<file path="src/rtl/instrumented_adder_meter.sv">
// Measurement controller for instrumented adders: drives operands into one of
// CHANNELS adders, gates that channel's ring oscillator and counts its edges.
module instrumented_adder_meter #(
  parameter int WIDTH    = 32,
  parameter int CHANNELS = 4,
  parameter int CNT_W    = 24,
  parameter int WIN_W    = 16,
  parameter int SETTLE   = 4,
  localparam int CHAN_W  = (CHANNELS > 1) ? $clog2(CHANNELS) : 1
) (
  input  logic                 wb_clk_i,
  input  logic                 wb_rst_i,
  input  logic                 active,
  input  logic                 start,
  input  logic [CHAN_W-1:0]    cfg_chan,
  input  logic [WIDTH-1:0]     cfg_a,
  input  logic [WIDTH-1:0]     cfg_b,
  input  logic [WIN_W-1:0]     cfg_window,
  input  logic [3:0]           cfg_repeats,
  input  logic [CHANNELS-1:0]  ring_in,
  input  logic [WIDTH:0]       sum_in,
  output logic [WIDTH-1:0]     a_out,
  output logic [WIDTH-1:0]     b_out,
  output logic [CHANNELS-1:0]  ring_en,
  output logic                 busy,
  output logic                 done,
  output logic                 sum_ok,
  output logic [CNT_W+3:0]     count_out,
  output logic                 overflow,
  output logic [2:0]           state_dbg
);

  // Handshake: start is taken only in IDLE with active high; done pulses once
  // per completed measurement and count_out/sum_ok/overflow stay valid until
  // the next accepted start.
  typedef enum logic [2:0] {
    S_IDLE  = 3'd0,
    S_SETUP = 3'd1,
    S_RUN   = 3'd2,
    S_DRAIN = 3'd3,
    S_CHECK = 3'd4,
    S_DONE  = 3'd5
  } state_t;

  localparam logic [CHAN_W:0]  CHAN_LIM  = (CHAN_W+1)'(CHANNELS);
  localparam logic [WIN_W-1:0] SETTLE_LD = WIN_W'(SETTLE - 1);
  localparam logic [WIN_W-1:0] DRAIN_LD  = WIN_W'(2);

  state_t              state, state_nxt;
  logic [WIN_W-1:0]    timer;
  logic [3:0]          rep_left;
  logic [CHAN_W-1:0]   chan_q;
  logic [WIDTH-1:0]    a_q, b_q;
  logic [WIN_W-1:0]    win_q;
  logic [CNT_W-1:0]    win_cnt, win_cnt_nxt;
  logic                sat_hit;
  logic                chan_ok;
  logic                ring_sel;
  logic                sync0, sync1, sync2, edge_q;
  logic [WIN_W-1:0]    win_ld;

  assign chan_ok = ({1'b0, chan_q} < CHAN_LIM);
  assign win_ld  = (win_q == '0) ? '0 : win_q - WIN_W'(1);

  always_comb begin
    ring_sel = 1'b0;
    if (chan_ok) ring_sel = ring_in[chan_q];
  end

  // Two-flop synchroniser plus registered rising-edge detect.
  always_ff @(posedge wb_clk_i) begin
    if (wb_rst_i) begin
      sync0  <= 1'b0;
      sync1  <= 1'b0;
      sync2  <= 1'b0;
      edge_q <= 1'b0;
    end else begin
      sync0  <= ring_sel;
      sync1  <= sync0;
      sync2  <= sync1;
      edge_q <= sync1 & ~sync2;
    end
  end

  always_comb begin
    sat_hit     = edge_q && (win_cnt == '1);
    win_cnt_nxt = win_cnt;
    if (edge_q && !sat_hit) win_cnt_nxt = win_cnt + CNT_W'(1);
  end

  always_ff @(posedge wb_clk_i) begin
    if (wb_rst_i) state <= S_IDLE;
    else          state <= state_nxt;
  end

  always_comb begin
    state_nxt = state;
    if (!active) begin
      state_nxt = S_IDLE;
    end else begin
      case (state)
        S_IDLE:  if (start) state_nxt = S_SETUP;
        S_SETUP: if (timer == '0) state_nxt = S_RUN;
        S_RUN:   if (timer == '0) state_nxt = S_DRAIN;
        S_DRAIN: if (timer == '0) state_nxt = (rep_left == 4'd0) ? S_CHECK : S_RUN;
        S_CHECK: state_nxt = S_DONE;
        S_DONE:  state_nxt = S_IDLE;
        default: state_nxt = S_IDLE;
      endcase
    end
  end

  always_ff @(posedge wb_clk_i) begin
    if (wb_rst_i || !active) begin
      timer     <= '0;
      rep_left  <= '0;
      chan_q    <= '0;
      a_q       <= '0;
      b_q       <= '0;
      win_q     <= '0;
      win_cnt   <= '0;
      count_out <= '0;
      overflow  <= 1'b0;
      sum_ok    <= 1'b0;
    end else begin
      case (state)
        S_IDLE: begin
          if (start) begin
            chan_q    <= cfg_chan;
            a_q       <= cfg_a;
            b_q       <= cfg_b;
            win_q     <= cfg_window;
            rep_left  <= cfg_repeats;
            timer     <= SETTLE_LD;
            win_cnt   <= '0;
            count_out <= '0;
            overflow  <= 1'b0;
            sum_ok    <= 1'b0;
          end
        end
        S_SETUP: begin
          timer <= (timer == '0) ? win_ld : timer - WIN_W'(1);
        end
        S_RUN: begin
          win_cnt  <= win_cnt_nxt;
          overflow <= overflow | sat_hit;
          timer    <= (timer == '0) ? DRAIN_LD : timer - WIN_W'(1);
        end
        S_DRAIN: begin
          overflow <= overflow | sat_hit;
          if (timer == '0) begin
            count_out <= count_out + {4'b0000, win_cnt_nxt};
            win_cnt   <= '0;
            timer     <= win_ld;
            if (rep_left != 4'd0) rep_left <= rep_left - 4'd1;
          end else begin
            win_cnt <= win_cnt_nxt;
            timer   <= timer - WIN_W'(1);
          end
        end
        S_CHECK: begin
          sum_ok <= (sum_in == ({1'b0, a_q} + {1'b0, b_q}));
        end
        default: ;
      endcase
    end
  end

  always_comb begin
    busy      = (state != S_IDLE);
    done      = (state == S_DONE);
    state_dbg = state;
    a_out     = '0;
    b_out     = '0;
    ring_en   = '0;
    if (busy) begin
      a_out = a_q;
      b_out = b_q;
    end
    if (state == S_RUN && chan_ok) ring_en[chan_q] = 1'b1;
  end

endmodule
</file>
<file path="config.mk">
export PLATFORM = sky130hd
export DESIGN_NAME = instrumented_adder_meter
export DESIGN_NICKNAME = d
export VERILOG_FILES = /design/src/rtl/instrumented_adder_meter.sv
export SDC_FILE = /design/constraint.sdc
export NUM_CORES = 1
export LEC_CHECK = 0
export CAP_MARGIN = 20
export CELL_PAD_IN_SITES_DETAIL_PLACEMENT = 1
export CELL_PAD_IN_SITES_GLOBAL_PLACEMENT = 1
export CORE_MARGIN = 1
export CORE_UTILIZATION = 47
export DETAILED_ROUTE_END_ITERATION = 12
export DONT_BUFFER_PORTS = 1
export GPL_ROUTABILITY_DRIVEN = 1
export GPL_TIMING_DRIVEN = 0
export PLACE_DENSITY = 0.78
export SETUP_SLACK_MARGIN = 0.15
export SYNTH_ARGS = -nofsm -noshare
export SYNTH_HDL_FRONTEND = slang
export SYNTH_SLANG_ARGS = --single-unit
</file>
<file path="constraint.sdc">
create_clock -name wb_clk_i -period 6 [get_ports wb_clk_i]
set_clock_uncertainty 0.1 [all_clocks]
set_input_delay 0.9 -clock wb_clk_i [delete_from_list [all_inputs] [get_ports wb_clk_i]]
set_output_delay 0.9 -clock wb_clk_i [all_outputs]
set_load 0.1 [all_outputs]
</file>
==> flow_summary.yaml <==
status:
  outcome: "finished clean"
yosys:
  synth_top_cell_by_area: "dfxtp_1"
  ys_types: 71
  ys_seq_area_share_pct: 29.4
  syn_area_per_cell_sq_um: 7.42
  syn_area_sq_um: 11100
  yosys_warnings: 0
  synthFlopType: "dfxtp_1"
  synth.area.top_cells: "dfxtp_1 (29%), nand2_1 (8.7%), a21oi_1 (8.6%)"
  netlist_instances: 1495
  async_reset_ff_share_pct: 0
  synthTopCellsByCount: "nand2_1 (258), a21oi_1 (191), dfxtp_1 (163), nor2_1 (102), o21ai_0 (73)"
  synth_top_area_share_pct: 29.4
  syn_nets: 1689
  yosysMostFrequentCell: "nand2_1"
  synth_edf_count: 0
  synth-seq-cells: 163
grt:
  grt_pass1_wl_microns: 62400
  track_usage_pct: 33.4
  antenna_found_initial: 4
  grt-ovfl-total: 0
  grt_max_degree: 17
  grt_pass1_vias: 11137
power:
  power_leakage_nw: 4.69
  power_mw: 2.77
  clock_power_share_pct: 41.9
  power_per_cell_area_nw_per_um2: 226
  p_sw_mw: 0.893
  swShare_pct: 32.2
  seq_power_share_pct: 41.1
  p_int_mw: 1.88
  peakVddDrop_uv: 136
  power_frac_comb_pct: 17.0
die:
  die_w_microns: 156
  initial_core_util_pct: 48.4
  rows: 55
  die_y_microns: 156
  fp.dieArea_sq_um: 24200
  io_pins: 230
  coreArea_sq_um: 22900
placement:
  gp_congestion: 0.912
  numPortBuffers: 0
  placed_cells: 1814
  dpl.hpwl_microns: 32000
flow_run:
  max-cap-violations: 0
routing:
  wl_microns: 40700
  routed_via_density: 6.14
  drt-initial-drc-count: 747
  antenna_left: 0
  highest_layer: "met5"
  drtPass1Iterations: 7
  wl_per_cell_microns: 22.0
  wl_met1_microns: 18000
  drc: 0
  wl_met3_microns: 2970
  vias: 11349
  wl_met2_microns: 18500
worst_hold_path:
  holdPathStages: 1
  hold_path_end: "edge_q"
  hp-start: "sync2"
  hold_class: "reg2reg"
clock_network:
  cts_tree: "yes"
  cts-root-buf: "clkbuf_16"
  ctsHoldBuffers: 0
  clkLatencyLatePin_ns: 0.44
  clockBufferDepth: 2
  cts_max_level: 4
  post-cts-setup-buffers: 0
  numCtsBuffers: 17
  numClockSinks: 163
  clkTransAtPathRegs_ns: 0.07
final_layout:
  fin_cells: 1849
  areaGrowthSynthToFinish_pct: 10.5
  fin_nets: 1714
  drive_above_1_share_pct: 4.31
critical_path:
  end_kind: "flip-flop"
  worst_path_max_delay_cell: "a2111o_1"
  critical_path.max_fanout: 9
  ff2ff_path_depth: 20
  cp_slowest_stage_delay_ns: 0.46
  reg2reg_to: "count_out[22]"
  start_kind: "flip-flop"
  crit-reg2reg-launch: "win_cnt[17]"
  path_cells: "clkbuf_1 > and4_1 > and3_1 > a41oi_2 > nand4_1 > nor2_4 > and4_1 > nand3_1 > xnor2_1 > ha_1 > clkbuf_1 > a21oi_1 > o21a_1 > nand3_1 > a2111oi_4 > o31ai_1 > a2111o_1 > a31oi_1 > xor2_1 > o21ai_0"
  r2r_slack_ns: 0.62
  arrival_ns: 5.59
  required_ns: 6.21
  critical_path_class: "reg2reg"
timing:
  finalSetupViolCount: 0
  finalCritPeriodShare_pct: 89.6
  grt_setup_unrepaired: "false"
  worstMarginPinSlew_ns: 1.14
  period_needed_ns: 5.38
  slew_viol_final: 0
  hold_viol_final: 0
  setup-tns-final_ns: 0
  fmax_ghz: 0.186
  relSlewSlack_pct: 23.7
flip-flops by register name, indices dropped and copies added (netlist names), 2 cells and up:
signal and flops:
a_q 32, b_q 32, count_out 28, win_cnt 24
timer 16, win_q 16, rep_left 4, state_dbg 3
chan_q 2
kinds of logic after synthesis:
| logic type | after synthesis | synth area share, % |
|---|---|---|
| and+or+nand+nor | 632 | 27.3 |
| AOI/OAI and AO/OA | 423 | 23.4 |
| DFF | 163 | 29.4 |
| buffers and inverters | 105 | 3.67 |
| xor gates and xnor gates | 97 | 7.66 |
| adders and majority gates | 67 | 7.69 |
| muxes | 8 | 0.857 |
power by group through the flow:
stage	combinational (mW)	clock [mW]	sequential [mW]
after floorplan	0.335	0	1.15
after global placement	0.444	0	1.16
after detailed placement	0.462	0	1.16
after CTS	0.467	1.17	1.14
after global routing	0.510	1.21	1.14
final	0.472	1.16	1.14
per-stage QoR:
| stage | area (sq um) | hold slack, ns | setup slack (ns) | util [%] |
|---|---|---|---|---|
| floorplan | 11100 | 0.267 | 0.473 | - |
| global placement | 11500 | 0.272 | -0.0974 | 50.1 |
| detailed placement | 11600 | 0.281 | -0.0985 | 50.7 |
| CTS | 12200 | 0.291 | 0.219 | 53.4 |
| global route | 12300 | 0.317 | 0.274 | 53.5 |
| finish | 12300 | 0.320 | 0.624 | 53.5 |
layout make-up:
type / instances / area [sq um]
clock buffer: 18 / 429
buffer: 81 / 317
tap: 313 / 392
inverter: 24 / 90.1
clock inverter: 14 / 168
fill: 2936 / 10700
timing repair buffer: 6 / 121
antenna: 3 / 7.51
sequential: 163 / 3260
multi-input combinational: 1227 / 7480
critical path: cells and delay by family, from the launching register on:
kind	cells	cell delay, ns
AO/OA/AOI/OAI	8	2.15
adder cells (fa/ha/maj)	1	0.30
flip-flops	1	0.30
buffers and inverters	2	0.38
AND/OR/NAND/NOR	7	1.55
XOR/XNOR	2	0.47
placed cells by master (no fill, tap or decap), types with 5 or more instances in the layout:
cell type,instances
inv_6,6
nor2b_1,15
nand2_1,258
and2_1,72
o21a_1,15
nor3_1,45
a21oi_1,191
nor4_1,14
and4_1,6
a211oi_1,11
nand3_1,31
mux2i_1,5
o21ai_0,73
clkbuf_16,17
xnor2_1,54
inv_1,24
and3_1,9
o211ai_1,6
o21bai_1,6
nand3b_1,5
ha_1,65
nor2_1,100
a311oi_1,11
dfxtp_1,163
nand4_1,24
buf_2,7
a31oi_1,15
xor2_1,43
nand2b_1,15
a21o_1,22
a22oi_1,20
o2111ai_1,5
o31ai_1,6
or3_1,13
clkbuf_1,73
worst max path at each step:
| stage | startpoint | end |
|---|---|---|
| after floorplan | state_dbg[1] | ring_en[1] |
| after CTS | win_cnt[17] | count_out[22] |
| after global routing | win_cnt[17] | count_out[22] |
| after detailed placement | win_cnt[17] | count_out[22] |
| final | win_cnt[17] | count_out[22] |
| after global placement | win_cnt[6] | count_out[22] |
metal layers:
| layer | up-vias | global-route usage, % |
|---|---|---|
| met1 | 5503 | 44.3 |
| li1 | 5386 | - |
| met5 | - | 0 |
| met2 | 389 | 54.0 |
| met3 | 69 | 6.00 |
| met4 | 2 | 12.0 |
repair_timing:
item                       4_1_cts  5_1_grt
pin swaps                        0        0
setup endpoints to repair        1        3
gates resized for setup          3        3
(Power assumes the default switching activity.)
